===== src/rtl/multiplier_if.sv =====
// Controller <-> multiplier handshake and operand/result bundle.
interface multiplier_if;
    logic        mul_rst;
    logic        mul_start;
    logic        inputa_sign;
    logic        inputb_sign;
    logic [31:0] unsign_inputa;
    logic [31:0] unsign_inputb;
    logic [63:0] mul_result;
    logic        mul_sign;
    logic        mul_ovf;
    logic        mul_done;

    modport master (
        output mul_rst, mul_start, inputa_sign, inputb_sign, unsign_inputa, unsign_inputb,
        input  mul_result, mul_sign, mul_ovf, mul_done
    );

    modport slave (
        input  mul_rst, mul_start, inputa_sign, inputb_sign, unsign_inputa, unsign_inputb,
        output mul_result, mul_sign, mul_ovf, mul_done
    );
endinterface


===== src/rtl/multiplier.sv =====
// Sequential 32x32 unsigned shift-add multiplier, one partial product per enabled clock.
// Optional overflow flag (product wider than 32 bits) enabled by defining MUL_OVF_EN.
module multiplier (
    input  logic         clk,
    input  logic         rst,
    multiplier_if.slave  bus
);
    typedef enum logic [1:0] {IDLE, LOAD, RUN, DONE} state_t;

    state_t      r_state;
    state_t      w_state_next;
    logic [31:0] r_mcand;
    logic [31:0] r_mplier;
    logic [31:0] r_acc_hi;
    logic [4:0]  r_cnt;
    logic [63:0] r_result;
    logic        r_done;

    logic        w_clear;
    logic        w_load;
    logic        w_step;
    logic        w_last;
    logic [32:0] w_sum;
    logic [63:0] w_product;

    assign w_clear = rst | bus.mul_rst;

    // Carry-inclusive add, then the 65-bit {acc, mplier} shift folds into the register writes.
    assign w_sum     = r_mplier[0] ? ({1'b0, r_acc_hi} + {1'b0, r_mcand}) : {1'b0, r_acc_hi};
    assign w_product = {w_sum, r_mplier[31:1]};

    always_ff @(posedge clk) begin
        // NOTE: non-blocking assignments in clocked blocks so every register samples pre-edge values.
        if (w_clear) r_state <= IDLE;
        else         r_state <= w_state_next;
    end

    always_comb begin
        // NOTE: every output gets a default first; a missed branch would otherwise infer a latch.
        w_state_next = r_state;
        w_load       = 1'b0;
        w_step       = 1'b0;
        w_last       = 1'b0;
        case (r_state)
            IDLE: if (bus.mul_start) begin
                w_state_next = LOAD;
                w_load       = 1'b1;
            end
            LOAD: if (bus.mul_start) begin
                w_state_next = RUN;
                w_step       = 1'b1;
            end
            RUN: if (bus.mul_start) begin
                w_step = 1'b1;
                if (r_cnt == 5'd31) begin
                    w_last       = 1'b1;
                    w_state_next = DONE;
                end
            end
            DONE:    w_state_next = DONE;
            default: w_state_next = IDLE;
        endcase
    end

    always_ff @(posedge clk) begin
        if (w_clear) begin
            r_mcand  <= '0;
            r_mplier <= '0;
            r_acc_hi <= '0;
            r_cnt    <= '0;
            r_result <= '0;
            r_done   <= 1'b0;
        end else if (w_load) begin
            r_mcand  <= bus.unsign_inputa;
            r_mplier <= bus.unsign_inputb;
            r_acc_hi <= '0;
            r_cnt    <= '0;
        end else if (w_step) begin
            r_acc_hi <= w_sum[32:1];
            r_mplier <= {w_sum[0], r_mplier[31:1]};
            r_cnt    <= r_cnt + 5'd1;
            if (w_last) begin
                r_result <= w_product;
                r_done   <= 1'b1;
            end
        end
    end

`ifdef MUL_OVF_EN
    logic r_ovf;

    always_ff @(posedge clk) begin
        if (w_clear)     r_ovf <= 1'b0;
        else if (w_last) r_ovf <= |w_product[63:32];
    end

    assign bus.mul_ovf = r_ovf;
`else
    assign bus.mul_ovf = 1'b0;
`endif

    assign bus.mul_result = r_result;
    assign bus.mul_done   = r_done;
    assign bus.mul_sign   = bus.inputa_sign ^ bus.inputb_sign;
endmodule


===== src/flat_wrapper.sv =====
// flat-port wrapper written by rule: the top's interface ports become plain ports
module multiplier_flat 
  (clk, rst, bus_mul_rst, bus_mul_start, bus_inputa_sign, bus_inputb_sign, bus_unsign_inputa, bus_unsign_inputb, bus_mul_result, bus_mul_sign, bus_mul_ovf, bus_mul_done);
  multiplier_if bus_i ();
  input  logic clk;
  input  logic rst;
  input wire logic [$bits(bus_i.mul_rst)-1:0] bus_mul_rst;
  input wire logic [$bits(bus_i.mul_start)-1:0] bus_mul_start;
  input wire logic [$bits(bus_i.inputa_sign)-1:0] bus_inputa_sign;
  input wire logic [$bits(bus_i.inputb_sign)-1:0] bus_inputb_sign;
  input wire logic [$bits(bus_i.unsign_inputa)-1:0] bus_unsign_inputa;
  input wire logic [$bits(bus_i.unsign_inputb)-1:0] bus_unsign_inputb;
  output wire logic [$bits(bus_i.mul_result)-1:0] bus_mul_result;
  output wire logic [$bits(bus_i.mul_sign)-1:0] bus_mul_sign;
  output wire logic [$bits(bus_i.mul_ovf)-1:0] bus_mul_ovf;
  output wire logic [$bits(bus_i.mul_done)-1:0] bus_mul_done;
  assign bus_i.mul_rst = bus_mul_rst;
  assign bus_i.mul_start = bus_mul_start;
  assign bus_i.inputa_sign = bus_inputa_sign;
  assign bus_i.inputb_sign = bus_inputb_sign;
  assign bus_i.unsign_inputa = bus_unsign_inputa;
  assign bus_i.unsign_inputb = bus_unsign_inputb;
  assign bus_mul_result = bus_i.mul_result;
  assign bus_mul_sign = bus_i.mul_sign;
  assign bus_mul_ovf = bus_i.mul_ovf;
  assign bus_mul_done = bus_i.mul_done;
  multiplier u_core (.clk(clk), .rst(rst), .bus(bus_i));
endmodule

===== config.mk =====
export PLATFORM = sky130hd
export DESIGN_NAME = multiplier_flat
export DESIGN_NICKNAME = d
export VERILOG_FILES = /design/src/rtl/multiplier_if.sv /design/src/rtl/multiplier.sv /design/src/flat_wrapper.sv
export SDC_FILE = /design/constraint.sdc
export NUM_CORES = 1
export LEC_CHECK = 0
export BUFFER_PORTS_ARGS = -buffer_cell sky130_fd_sc_hd__buf_2
export CORE_ASPECT_RATIO = 1.25
export CORE_UTILIZATION = 39
export CTS_CLUSTER_SIZE = 20
export DETAILED_ROUTE_END_ITERATION = 6
export PLACE_DENSITY = 0.69
export SLEW_MARGIN = 40
export SYNTH_ARGS = -nofsm -noshare
export SYNTH_HDL_FRONTEND = slang
export SYNTH_SLANG_ARGS = --single-unit

===== constraint.sdc =====
create_clock -name clk -period 2.8 [get_ports clk]
set_input_delay 0.7 -clock clk [delete_from_list [all_inputs] [get_ports clk]]
set_output_delay 0.7 -clock clk [all_outputs]
set_load 0.005 [all_outputs]

-- After elaboration in Yosys (flattened, before gate mapping)
Index checks and enable logic that the tools add are counted.
- add/subtract/negate cells: 2
- $mul: 0
- div/mod/pow operators: 0
- $lt $le $gt $ge: 0
- equal/unequal tests: 8
- shift-type cells: 0
- mux-type cells: 14
- bitwise gates (word level): 3
- reductions and logical operators: 6
- operators with widths (operator ; number):
    $mux 32 ; 2
    $add 32x32->33 ; 1
    $mux 33 ; 1
    $mux 2 ; 4
    $pmux 2 s4 ; 1
    $mux 1 ; 6
    $ne 2x2->1 const B ; 3
    $add 5x1->5 const B ; 1
    $eq 5x5->1 const B ; 1
    $eq 2x2->1 const B ; 2
    $reduce_and 4->1 ; 1
    $reduce_or 2->1 ; 2
    $reduce_and 3->1 ; 1
    $eq 2x1->1 const B ; 1
    $logic_not 2->1 ; 1
    $ne 2x1->1 const B ; 1
    $reduce_bool 2->1 ; 1
    $not 1->1 ; 1
    $or 1x1->1 ; 1
    $xor 1x1->1 ; 1
- flip-flop bits (word level): 168
- latch bits: 0
- memory bits (writable): 0
- ROM bits: 0
- input port bits: 70
- word-level logic and storage cells: 40
- memories: 0

-- Longest topological paths before layout
- depth in word-level cells: 5
- gate-level depth with buffers: 11
- gate-level depth less buffers: 10

-- Worst setup path after synthesis
Ideal clock, no wire load.
- path kind: register to register
- start: register u_core.r_acc_hi[0]
- end: register u_core.r_result[59] (netlist: u_core.bus.mul_result[59])
- library setup time: 74 ps
- arrival: 2478 ps
- path slack: 248 ps
- cell stages (with the launch flop): 11
- buffers on the path: 0
- period minus slack after synthesis: 2552 ps
- path through: dfxtp_1 ha_1 fa_1 a211oi_1 o211ai_2 a311o_1 nand2_1 nor3_1 o22ai_1 mux2_2 a31oi_1
- longest elaborated chain between the ends: 2
- RTL lines (what ; line ; source):
    start: declaration ; multiplier.sv:14 ; logic [31:0] r_acc_hi;
    start signal: assignment ; multiplier.sv:79 ; r_acc_hi <= w_sum[32:1];
    $add 32x32->33 ; multiplier.sv:29 ; assign w_sum = r_mplier[0] ? ({1'b0, r_acc_hi} + {1'b0, r_mcand}) : {1'b0, r_acc_hi};
    $mux 33 ; multiplier.sv:29 ;
    end signal: assignment ; multiplier.sv:83 ; r_result <= w_product;
    end: declaration ; multiplier.sv:16 ; logic [63:0] r_result;
No other way between the ends.
A chain may end at the register's enable or synchronous reset.

-- Worst setup path after layout
Same ends and word-level chain as after synthesis.

==> run_summary.xml <==
<?xml version="1.0" encoding="UTF-8"?>
<metrics>
  <group name="drt">
    <metric name="avgRoutedWirePerCell" unit="um">15.5</metric>
    <metric name="drt-pass1-iter-count" unit="">5</metric>
    <metric name="first_iter_violations" unit="">479</metric>
    <metric name="num_vias" unit="">7845</metric>
    <metric name="ant_nets" unit="">0</metric>
    <metric name="drt_wl_total" unit="um">22800</metric>
    <metric name="viasPerCell" unit="">5.34</metric>
    <metric name="post-route-drc-count" unit="">0</metric>
  </group>
  <group name="floorplanning">
    <metric name="initial_core_util" unit="">0.398</metric>
    <metric name="die_h" unit="um">165</metric>
    <metric name="top_level_ports" unit="">137</metric>
    <metric name="die_x" unit="um">133</metric>
    <metric name="dieArea" unit="um^2">21900</metric>
    <metric name="design.core.area" unit="um^2">20900</metric>
    <metric name="num_rows" unit="">59</metric>
  </group>
  <group name="timing">
    <metric name="final_min_period_over_clock_period" unit="">0.957</metric>
    <metric name="unrepaired_setup_endpoints_after_global_routing" unit="">no</metric>
    <metric name="hold_viol_final" unit="">0</metric>
    <metric name="setup_slack" unit="ns">0.122</metric>
    <metric name="max_freq" unit="MHz">373</metric>
    <metric name="clock_skew" unit="ns">0.0112</metric>
    <metric name="finalMaxSlewViolations" unit="">0</metric>
    <metric name="worst_pin_slew" unit="ns">0.568</metric>
    <metric name="setup_tns" unit="ns">0</metric>
    <metric name="setup_failing_eps_final" unit="">0</metric>
    <metric name="slew-limit-headroom" unit="">0.621</metric>
    <metric name="period_minus_slack" unit="ns">2.68</metric>
  </group>
  <group name="synth">
    <metric name="synthesis.instances" unit="">1081</metric>
    <metric name="synth_most_common_cell" unit="">sky130_fd_sc_hd__nand2_1</metric>
    <metric name="post_synth_instance_area" unit="um^2">8320</metric>
    <metric name="ys_seq_elements" unit="">168</metric>
    <metric name="synth_enable_flop_cells" unit="">0</metric>
    <metric name="postSynthNetCount" unit="">1189</metric>
    <metric name="synth_area_per_cell" unit="um^2">7.70</metric>
    <metric name="ys_seq_area_frac" unit="">0.404</metric>
    <metric name="primary_ff_master_synth" unit="">sky130_fd_sc_hd__dfxtp_1</metric>
    <metric name="synth_top_cells_by_area" unit="">sky130_fd_sc_hd__dfxtp_1, sky130_fd_sc_hd__a21oi_1, sky130_fd_sc_hd__nand2_1</metric>
    <metric name="synth_top_cells_by_count" unit="">sky130_fd_sc_hd__nand2_1, sky130_fd_sc_hd__dfxtp_1, sky130_fd_sc_hd__a21oi_1</metric>
    <metric name="synth_largest_area_cell" unit="">sky130_fd_sc_hd__dfxtp_1</metric>
    <metric name="asyncSetResetFlopFracSynth" unit="">0</metric>
    <metric name="yosysWarnings" unit="">0</metric>
    <metric name="synth_top_area_frac" unit="">0.404</metric>
    <metric name="yosysUniqueCellTypes" unit="">61</metric>
  </group>
  <group name="layout">
    <metric name="share_of_post_route_cells_with_drive_strength_above_1" unit="">0.189</metric>
    <metric name="insertedDiodeCount" unit="">0</metric>
    <metric name="instances_no_fill" unit="">1468</metric>
    <metric name="fillerInstances" unit="">2084</metric>
    <metric name="design.final.nets" unit="">1289</metric>
    <metric name="area_delta_synth_final" unit="%">18.4</metric>
    <metric name="final_area" unit="um^2">9850</metric>
  </group>
  <group name="placed_design">
    <metric name="dp_cells" unit="">1436</metric>
    <metric name="placement.setup.worst_slack" unit="ns">-0.0807</metric>
    <metric name="postPlaceCellArea" unit="um^2">9260</metric>
    <metric name="port-buffer-count" unit="">135</metric>
    <metric name="detailed_place_hpwl" unit="um">15900</metric>
    <metric name="gp_congestion" unit="">0.921</metric>
  </group>
  <group name="power">
    <metric name="fin_total_pwr" unit="uW">5360</metric>
    <metric name="ir_worst_vdd" unit="mV">0.420</metric>
    <metric name="pwr_density_cell" unit="nW/um^2">544</metric>
    <metric name="static-leakage-power" unit="uW">0.00404</metric>
  </group>
  <group name="setup_path">
    <metric name="crit_path_cell_trace" unit="">ha_1 -&gt; fa_2 -&gt; a211oi_2 -&gt; o211ai_2 -&gt; a311o_1 -&gt; nand2_1 -&gt; nor3_1 -&gt; o22ai_2 -&gt; mux2_2 -&gt; a31oi_1</metric>
    <metric name="setup.worst_path.class" unit="">reg -&gt; reg</metric>
    <metric name="worstPathArrival" unit="ns">3.04</metric>
    <metric name="cp-start-kind" unit="">flop</metric>
    <metric name="critical_path.endpoint_type" unit="">flop</metric>
    <metric name="cpPeakStageDelay" unit="ns">0.38</metric>
    <metric name="r2r_start" unit="">u_core.r_acc_hi[0]$_SDFFE_PP0P_</metric>
    <metric name="crit_start" unit="">u_core.r_acc_hi[0]$_SDFFE_PP0P_</metric>
    <metric name="worstPathMaxFanout" unit="">3</metric>
    <metric name="cp_data_required_time" unit="ns">3.16</metric>
    <metric name="critPathSlowestCell" unit="">sky130_fd_sc_hd__fa_2</metric>
  </group>
  <group name="clock_tree">
    <metric name="root_buffer_cell" unit="">sky130_fd_sc_hd__clkbuf_16</metric>
    <metric name="cts-htree-levels" unit="">4</metric>
    <metric name="cts_setup_buffers" unit="">0</metric>
    <metric name="cts_tree" unit="">built</metric>
    <metric name="clock_path_buffers" unit="">2</metric>
    <metric name="tritoncts_buffer_count" unit="">17</metric>
    <metric name="worstSkewPairLatency" unit="ns">0.43</metric>
    <metric name="number_of_sinks_on_the_clock_net" unit="">168</metric>
    <metric name="path_clk_slew" unit="ns">0.07</metric>
  </group>
  <group name="run_status">
    <metric name="status" unit="">completed</metric>
  </group>
  <group name="min_path">
    <metric name="path_category_of_the_worst_min_delay_check" unit="">reg -&gt; reg</metric>
    <metric name="min-delay-start" unit="">u_core.bus.mul_result[20]$_SDFFE_PP0P_</metric>
  </group>
  <group name="global_route">
    <metric name="grt_first_pass_wirelength" unit="um">37200</metric>
    <metric name="grt_pass1_vias" unit="">7238</metric>
    <metric name="grt_overflow_total" unit="">0</metric>
    <metric name="antenna_found_initial" unit="">0</metric>
    <metric name="grt_max_degree" unit="">83</metric>
    <metric name="grt_usage" unit="">0.213</metric>
  </group>
  <group name="job">
    <metric name="maxCapViolCount" unit="">0</metric>
  </group>
</metrics>
-- layout make-up --
type | count | area, um^2 | share of cell area
Clock buffer | 19 | 433 | 0.0439
Clock inverter | 13 | 146 | 0.0149
Inverter | 11 | 41.3 | 0.00419
Multi-Input combinational cell | 821 | 4610 | 0.468
Sequential cell | 168 | 3360 | 0.341
Tap cell | 274 | 343 | 0.0348
Timing Repair Buffer | 162 | 916 | 0.0930
-- metrics by stage --
| stage | hold slack [ns] | util |
|---|---|---|
| floorplan | 0.440 | - |
| global placement | 0.440 | 0.443 |
| detailed placement | 0.445 | 0.443 |
| CTS | 0.454 | 0.472 |
| global route | 0.469 | 0.472 |
| finish | 0.451 | 0.472 |
-- worst max-delay path, delay by kind of cell, from the launching register on --
family,cells,cell delay [ns]
AND/OR/NAND/NOR,2,0.16
AO/OA/AOI/OAI,5,1.13
flip-flops,1,0.32
multiplexers,1,0.38
adder cells (fa/ha/maj),2,0.61
-- kinds of logic after synthesis --
logic type	after synthesis	synth area share
AOI/OAI and AO/OA	374	0.259
xor gates and xnor gates	26	0.0274
adders and majority gates	38	0.0581
buffers and inverters	92	0.0451
DFF	168	0.404
muxes	22	0.0274
other	1	0.000451
and+or+nand+nor	360	0.179
-- path summary, 6_finish.rpt --
path,to,slack (ns),depth (start not counted)
setup / recovery,u_core.bus.mul_result[59]$_SDFFE_PP0P_,0.12,10
hold / removal,u_core.bus.mul_result[20]$_SDFFE_PP0P_,0.45,2
setup reg to reg,u_core.bus.mul_result[59]$_SDFFE_PP0P_,0.12,10
hold reg to reg,u_core.bus.mul_result[20]$_SDFFE_PP0P_,0.45,2
-- registers in the layout (all words and copies together), names as in the netlist --
name and cells:
u_core.r_state 2, u_core.bus.mul_result 64, u_core.r_mplier 32, u_core.r_cnt 5
u_core.bus.mul_done 1, u_core.r_mcand 32, u_core.r_acc_hi 32
-- report_power, final --
part,internal [uW],switching [uW]
combinational,181,345
clock,1320,1020
sequential,2440,46.4
total,3950,1410
-- placed cells by master (no fill, tap or decap), types with 12 or more instances in the layout --
cell type and instances:
sky130_fd_sc_hd__xor2_1 12, sky130_fd_sc_hd__clkbuf_16 17, sky130_fd_sc_hd__dfxtp_1 167, sky130_fd_sc_hd__mux2i_1 19
sky130_fd_sc_hd__a21oi_1 162, sky130_fd_sc_hd__xnor2_1 14, sky130_fd_sc_hd__nor2_1 93, sky130_fd_sc_hd__a211oi_1 20
sky130_fd_sc_hd__a31oi_1 19, sky130_fd_sc_hd__buf_4 24, sky130_fd_sc_hd__buf_2 135, sky130_fd_sc_hd__o21ai_0 113
sky130_fd_sc_hd__nand2_1 208, sky130_fd_sc_hd__ha_1 37
-- per-layer routing --
layer	routed length [um]	up-vias	global-route usage
met2	11200	217	0.374
met5	0	-	0
li1	-	3970	-
met1	10000	3630	0.265
met4	453	0	0.0831
met3	1080	28	0.0269
-- timing repair --
action                     in CTS  in global routing
pin swaps                       1                  1
hold buffers                    0                  0
resized for setup               2                  1
setup endpoints to repair       2                  2
Note: power is estimated with default switching activity, not from simulation.
